File: src/rtl/fetch_unit.sv
// Instruction fetch stage: owns the PC, issues one read per cycle against a
// 1-cycle-latency memory and buffers returned words in a 2-entry FIFO for decode.
module fetch_unit #(
    parameter logic [31:0] RESET_PC = 32'h0
) (
    input  logic        clk,
    input  logic        rst,
    output logic [31:0] mem_read_address,
    input  logic [31:0] mem_read_data,
    input  logic        redirect_valid,
    input  logic [31:0] redirect_pc,
    output logic        instr_valid,
    input  logic        instr_ready,
    output logic [31:0] instr,
    output logic [31:0] instr_pc
);

    logic [31:0] fetch_pc_q, fetch_pc_d;
    logic        inflight_q, inflight_d;
    logic [31:0] inflight_pc_q, inflight_pc_d;
    logic [31:0] fifo_word_q [2];
    logic [31:0] fifo_word_d [2];
    logic [31:0] fifo_pc_q [2];
    logic [31:0] fifo_pc_d [2];
    logic        rd_ptr_q, rd_ptr_d;
    logic [1:0]  count_q, count_d;

    logic        pop;
    logic        push;
    logic        issue;
    logic        wr_ptr;
    logic [2:0]  occupancy;

    assign mem_read_address = fetch_pc_q;
    assign instr_valid      = (count_q != 2'd0);
    assign instr            = fifo_word_q[rd_ptr_q];
    assign instr_pc         = fifo_pc_q[rd_ptr_q];

    always_comb begin
        pop       = instr_valid & instr_ready;
        push      = inflight_q & ~redirect_valid;
        // Slots committed after this cycle; issuing only when <= 1 guarantees
        // the response lands in a free slot next cycle.
        occupancy = {1'b0, count_q} + {2'b00, inflight_q} - {2'b00, pop};
        issue     = ~redirect_valid & (occupancy <= 3'd1);
        wr_ptr    = rd_ptr_q ^ count_q[0];

        fetch_pc_d    = fetch_pc_q;
        inflight_d    = inflight_q;
        inflight_pc_d = inflight_pc_q;
        rd_ptr_d      = rd_ptr_q;
        count_d       = count_q;
        fifo_word_d   = fifo_word_q;
        fifo_pc_d     = fifo_pc_q;

        if (push) begin
            fifo_word_d[wr_ptr] = mem_read_data;
            fifo_pc_d[wr_ptr]   = inflight_pc_q;
        end

        if (redirect_valid) begin
            count_d    = 2'd0;
            rd_ptr_d   = 1'b0;
            inflight_d = 1'b0;
            fetch_pc_d = {redirect_pc[31:2], 2'b00};
        end else begin
            count_d    = count_q + {1'b0, push} - {1'b0, pop};
            rd_ptr_d   = rd_ptr_q ^ pop;
            inflight_d = issue;
            if (issue) begin
                inflight_pc_d = fetch_pc_q;
                fetch_pc_d    = fetch_pc_q + 32'd4;
            end
        end
    end

    always_ff @(posedge clk) begin
        if (rst) begin
            fetch_pc_q    <= RESET_PC;
            inflight_q    <= 1'b0;
            inflight_pc_q <= 32'h0;
            rd_ptr_q      <= 1'b0;
            count_q       <= 2'd0;
            for (int i = 0; i < 2; i++) begin
                fifo_word_q[i] <= 32'h0;
                fifo_pc_q[i]   <= 32'h0;
            end
        end else begin
            fetch_pc_q    <= fetch_pc_d;
            inflight_q    <= inflight_d;
            inflight_pc_q <= inflight_pc_d;
            rd_ptr_q      <= rd_ptr_d;
            count_q       <= count_d;
            for (int i = 0; i < 2; i++) begin
                fifo_word_q[i] <= fifo_word_d[i];
                fifo_pc_q[i]   <= fifo_pc_d[i];
            end
        end
    end

endmodule

File: config.mk
export PLATFORM = sky130hd
export DESIGN_NAME = fetch_unit
export DESIGN_NICKNAME = d
export VERILOG_FILES = /design/src/rtl/fetch_unit.sv
export SDC_FILE = /design/constraint.sdc
export NUM_CORES = 1
export LEC_CHECK = 0
export BUFFER_PORTS_ARGS = -buffer_cell sky130_fd_sc_hd__buf_2
export CORE_MARGIN = 5
export CORE_UTILIZATION = 39
export DETAILED_ROUTE_END_ITERATION = 16
export GPL_ROUTABILITY_DRIVEN = 0
export PLACE_DENSITY = 0.67
export RECOVER_POWER = 25
export SYNTH_ARGS = -nofsm -noshare
export SYNTH_HDL_FRONTEND = slang
export SYNTH_SLANG_ARGS = --single-unit
File: constraint.sdc
create_clock -name clk -period 7.64 [get_ports clk]
set_input_delay 0.764 -clock clk [delete_from_list [all_inputs] [get_ports clk]]
set_output_delay 0.764 -clock clk [all_outputs]
set_load 0.1 [all_outputs]
Word level (Yosys, flattened, before mapping)
Index checks and enable logic that the tools add are counted.
- memory bits (writable): 0
- memories kept: 0
- output and inout bits: 97
- memory bits (read-only): 0
- latch bits: 0
- word-level logic and storage cells: 44
- input port bits: 68
- flip-flop bits (word level): 196
- add/subtract/negate cells: 5
- eq/ne operators: 0
- reductions and logical operators: 5
- bitwise operators: 8
- divide/modulo/power cells: 0
- magnitude comparators: 4
- $mul: 0
- multiplexer cells: 12
- shift operators: 0
- operators by type and width (operator ; number):
    two-way mux 32 bit ; 9
    bitwise mux 64 bit ; 2
    adder 32 x 3 -> 32 bit (second input constant) ; 1
    demux 32 bit (select 1 bit) ; 1
    >= comparator 2 bit (second input constant) ; 2
    NOT 1 -> 2 bit ; 2
    nonzero test 2 bit ; 2
    adder 2 x 1 -> 3 bit ; 1
    bitwise AND 1 bit ; 3
    less-or-equal comparator 3 x 1 -> 1 bit (second input constant) ; 1
    subtractor 3 x 1 -> 3 bit ; 1
    adder 2 x 1 -> 2 bit ; 1
    < comparator 2 x 1 -> 1 bit (second input constant) ; 1
    AND reduction 2 bit ; 1
    OR reduction 2 bit ; 1
    subtractor 2 x 1 -> 2 bit ; 1
    bitwise XOR 1 bit ; 2
    logical AND 1 bit ; 1
    NOT 1 bit ; 1

Logic depth before layout (Yosys ltp)
- depth in word-level cells: 7
- depth in mapped cells: 11
- gate-level depth less buffers: 9

Least setup slack after synthesis
No wires, ideal clock.
- path kind: in2reg
- start point: in instr_ready
- end point: reg fetch_pc_q[31], in the netlist mem_read_address[31]
- library setup time: 112 ps
- data arrival time: 2961 ps
- cell stages on the path: 9
- path slack: 4567 ps
- data required time: 7528 ps
- cells stage by stage: nand3_1 -> o21ai_0 -> ha_1 -> fa_1 -> xnor2_1 -> or4_1 -> buf_2 -> o41a_1 -> a2111oi_1
- longest elaborated chain between the ends: 5
- RTL lines (what ; RTL line ; source):
    start, declared ; 13 ; input logic instr_ready,
    bitwise AND 1 bit ; 40 ; pop = instr_valid & instr_ready;
    subtractor 3 x 1 -> 3 bit ; 44 ; occupancy = {1'b0, count_q} + {2'b00, inflight_q} - {2'b00, pop};
    less-or-equal comparator 3 x 1 -> 1 bit ; 45 ; issue = ~redirect_valid & (occupancy <= 3'd1);
    bitwise AND 1 bit ; 45 ;
    nonzero test 2 bit (no line) ; -- ;
    end signal, assigned ; 89 ; fetch_pc_q <= fetch_pc_d;
    end, declared ; 18 ; logic [31:0] fetch_pc_q, fetch_pc_d;
No other way between the ends.
A chain may end at the register's enable or synchronous reset.

Worst setup path after layout
- start point: in redirect_valid
- end point: reg fifo_word_q[6] (netlist bit)
- longest elaborated chain between the ends: 2
- RTL lines (what ; RTL line ; source):
    start, declared ; 10 ; input logic redirect_valid,
    NOT 1 bit ; 41 ; push = inflight_q & ~redirect_valid;
    bitwise AND 1 bit ; 41 ;
    end signal, assigned by index ; 95 ; fifo_word_q[i] <= fifo_word_d[i];
    end, declared ; 21 ; logic [31:0] fifo_word_q [2];
No other way between the ends.

==> flow_summary.ini <==
[run_status]
status = complete, but fails checks
failed_checks = max-capacitance violations, max-slew violations

[route]
via_per_inst = 5.24
routed_wl_um = 22200
first_iter_violations = 528
dr.pass1.iters = 4
ant_nets = 0
vias = 7500
wl_per_cell_um = 15.5
drc_errors = 0

[logic_synthesis]
async_flop_share_pct = 0
yosysTopAreaCellShare_pct = 45.6
synth_cell_types = 50
synth_area_um2 = 8260
synth_edf_count = 0
yosys_most_used_dff = dfxtp_1
synth.avg_cell_area_um2 = 7.97
yosysTopAreaCell = dfxtp_1
synth_warnings = 0
synth_seq_cells = 188
seq_area_frac_synth_pct = 45.6
syn_inst = 1036
synth.area.top_cells = dfxtp_1 46%, nand2_1 14%, a21oi_1 9.6%, mux2_2 8.5%, clkbuf_1 3.5%

[grt]
grt_util_all_layers_pct = 18.6
grt_pass1_wl_um = 37100
antenna_found_initial = 0
grt_max_degree = 90
grt_pass1_vias = 7120
overflow = 0

[worst_setup_path]
worst_path_max_delay_cell = clkbuf_1
regToRegStartpoint = count_q[0]
critPathKind = input port to flop
critPathArrivalTime_ns = 4.66
r2r_end = mem_read_address[31]
cp-start-kind = input port
r2r_slack_ns = 4.17
path_cells = buf_2 -> clkbuf_1 -> nor2b_1 -> nand2_2 -> buf_4 -> nand2_1 -> a21oi_1
max_stage_delay_ns = 2.27
critPathRequiredTime_ns = 7.99
cp_max_fo = 80
rr_worst_depth = 10
crit_path_end_kind = flop

[power]
peakVddDrop_v = 0.000128
p_comb_share_pct = 13.5
p_leak_nw = 3.62
power_mw = 2.24
intPower_mw = 1.59
p_sw_uw = 650
pwr-share-seq_pct = 46.6
powerDensity_nw_per_um2 = 229
switching_share_pct = 29.0
pwr-share-clk_pct = 39.9

[timing]
period_share_pct = 56.5
setup_tns_ns = 0
drv_slew = 81
max_clock_freq_ghz = 0.232
slew_headroom_pct = -116
worstMarginPinSlew_ns = 3.24
fin_skew_ns = 0.00717
holdWs_ns = 0.450
rsz0062_at_grt = false
finalCriticalPeriod_ns = 4.32
hold_viol_final = 0
finalSetupViolCount = 0

[cells_and_area]
layout_common_cells = 303 x nand2_1, 187 x dfxtp_1, 159 x a21oi_1
seqCellArea_um2 = 3760
final_common_cell = nand2_1
drive_gt1_share_pct = 20.7
nets = 1217
fillers = 2153
multiInputGateArea_um2 = 4160
area_growth_pct = 18.1
diodes = 0

[floorplanning]
dieArea_um2 = 24200
die_x_um = 155
core_um2 = 21000
rows = 53
io_pins = 165
chipHeight_um = 155
initial_core_util_pct = 39.4

[cts]
cts.sinks = 188
clock-root-buffer = clkbuf_16
clk-insertion-delay-late_ns = 0.43
postCtsHoldBufs = 0
cts_buffer_depth = 2
cts_tree = yes
post_cts_resized = 0
htreeDepth = 4
clkTransAtPathRegs_ns = 0.07
cts_buffers = 17
postCtsSetupBuffers = 0

[placed_design]
dpl.hpwl_um = 13900
io_buffers = 158

[hold_path]
min_to = fifo_word_q[23]
hold_depth = 2
min_from = fifo_word_q[23]
worstHoldPathType = flop to flop

[job]
drv_cap = 1
[how the worst max path moves through the flow]
stage / start / slack [ns] / cells past startpoint / endpoint
CTS: count_q[0] / 4.18 / 10 / mem_read_address[31]
detailed placement: instr_ready / 3.84 / 10 / mem_read_address[31]
global route: redirect_valid / 2.83 / 7 / fifo_word_q[51]
floorplan: instr_ready / 4.57 / 9 / mem_read_address[31]
finish: redirect_valid / 3.32 / 7 / fifo_word_q[6]
global placement: instr_ready / 3.90 / 10 / mem_read_address[31]
[logic make-up after synthesis]
logic type / count (synthesis) / share of synthesized area (%)
XOR/XNOR: 14 / 1.49
other: 1 / 0.0454
multiplexers: 62 / 8.46
AO/OA/AOI/OAI: 241 / 16.6
buffers and inverters: 93 / 4.44
flip-flops: 188 / 45.6
adder cells (fa/ha/maj): 4 / 0.697
AND/OR/NAND/NOR: 433 / 22.7
[state kept, by name (all words and copies together), names as in the netlist]
register,cells
fifo_word_q,64
rd_ptr_q,1
count_q,2
mem_read_address,30
inflight_q,1
fifo_pc_q,60
inflight_pc_q,30
[synthesized netlist by cell type (all sizes together), types with 3 or more instances]
cell / number
a21oi: 159
or3: 3
xnor2: 11
nor4: 12
o41a: 3
nor3: 11
nand2: 305
a311oi: 10
nor2b: 7
clkbuf: 77
nor2: 34
buf: 7
and4: 5
xor2: 3
mux2: 62
o31ai: 7
o21ai: 34
a2111oi: 9
dfxtp: 188
inv: 8
nor3b: 4
and3: 9
nand4: 15
ha: 3
or4: 5
a211oi: 8
nand3: 12
[worst max-delay path: cells and delay by family]
| kind | cells | cell delay [ns] |
|---|---|---|
| and+or+nand+nor | 3 | 0.70 |
| buffers and inverters | 3 | 2.94 |
| AOI/OAI and AO/OA | 1 | 0.17 |
[stage by stage]
step	setup WS (ns)	util, %	std cells	instance area (um2)
final	3.32	46.5	1432	9750
after global routing	2.83	46.5	1432	9750
after CTS	4.18	46.7	1432	9790
after detailed placement	3.84	43.9	1401	9200
after global placement	3.90	43.9	1401	9200
after floorplan	4.57	-	1039	8270
[power groups by stage]
stage	sequential [mW]	clock [mW]	combinational, mW
2_1_floorplan	1.14	0	0.160
3_3_place_gp	1.06	0	0.303
5_1_grt	1.05	0.964	0.321
3_5_place_dp	1.06	0	0.305
6_report	1.04	0.892	0.302
4_1_cts	1.04	0.916	0.306
[layer usage]
metal  GRT usage (%)  part of all wire (%)  up-vias
met3            4.39                   6.2       11
met1            26.8                    48     3485
met4            4.04                  0.76        0
met5               0                     0        -
met2            28.3                    45      221
li1                -                     -     3783
[cell type report]
cell class / count / share of cell area [%]
multi-input combinational: 758 / 42.7
sequential: 188 / 38.6
timing repair buffer: 171 / 8.74
clock buffer: 23 / 5.00
tap: 275 / 3.53
clock inverter: 8 / 1.09
inverter: 9 / 0.346
Note: power is estimated with default switching activity, not from simulation.
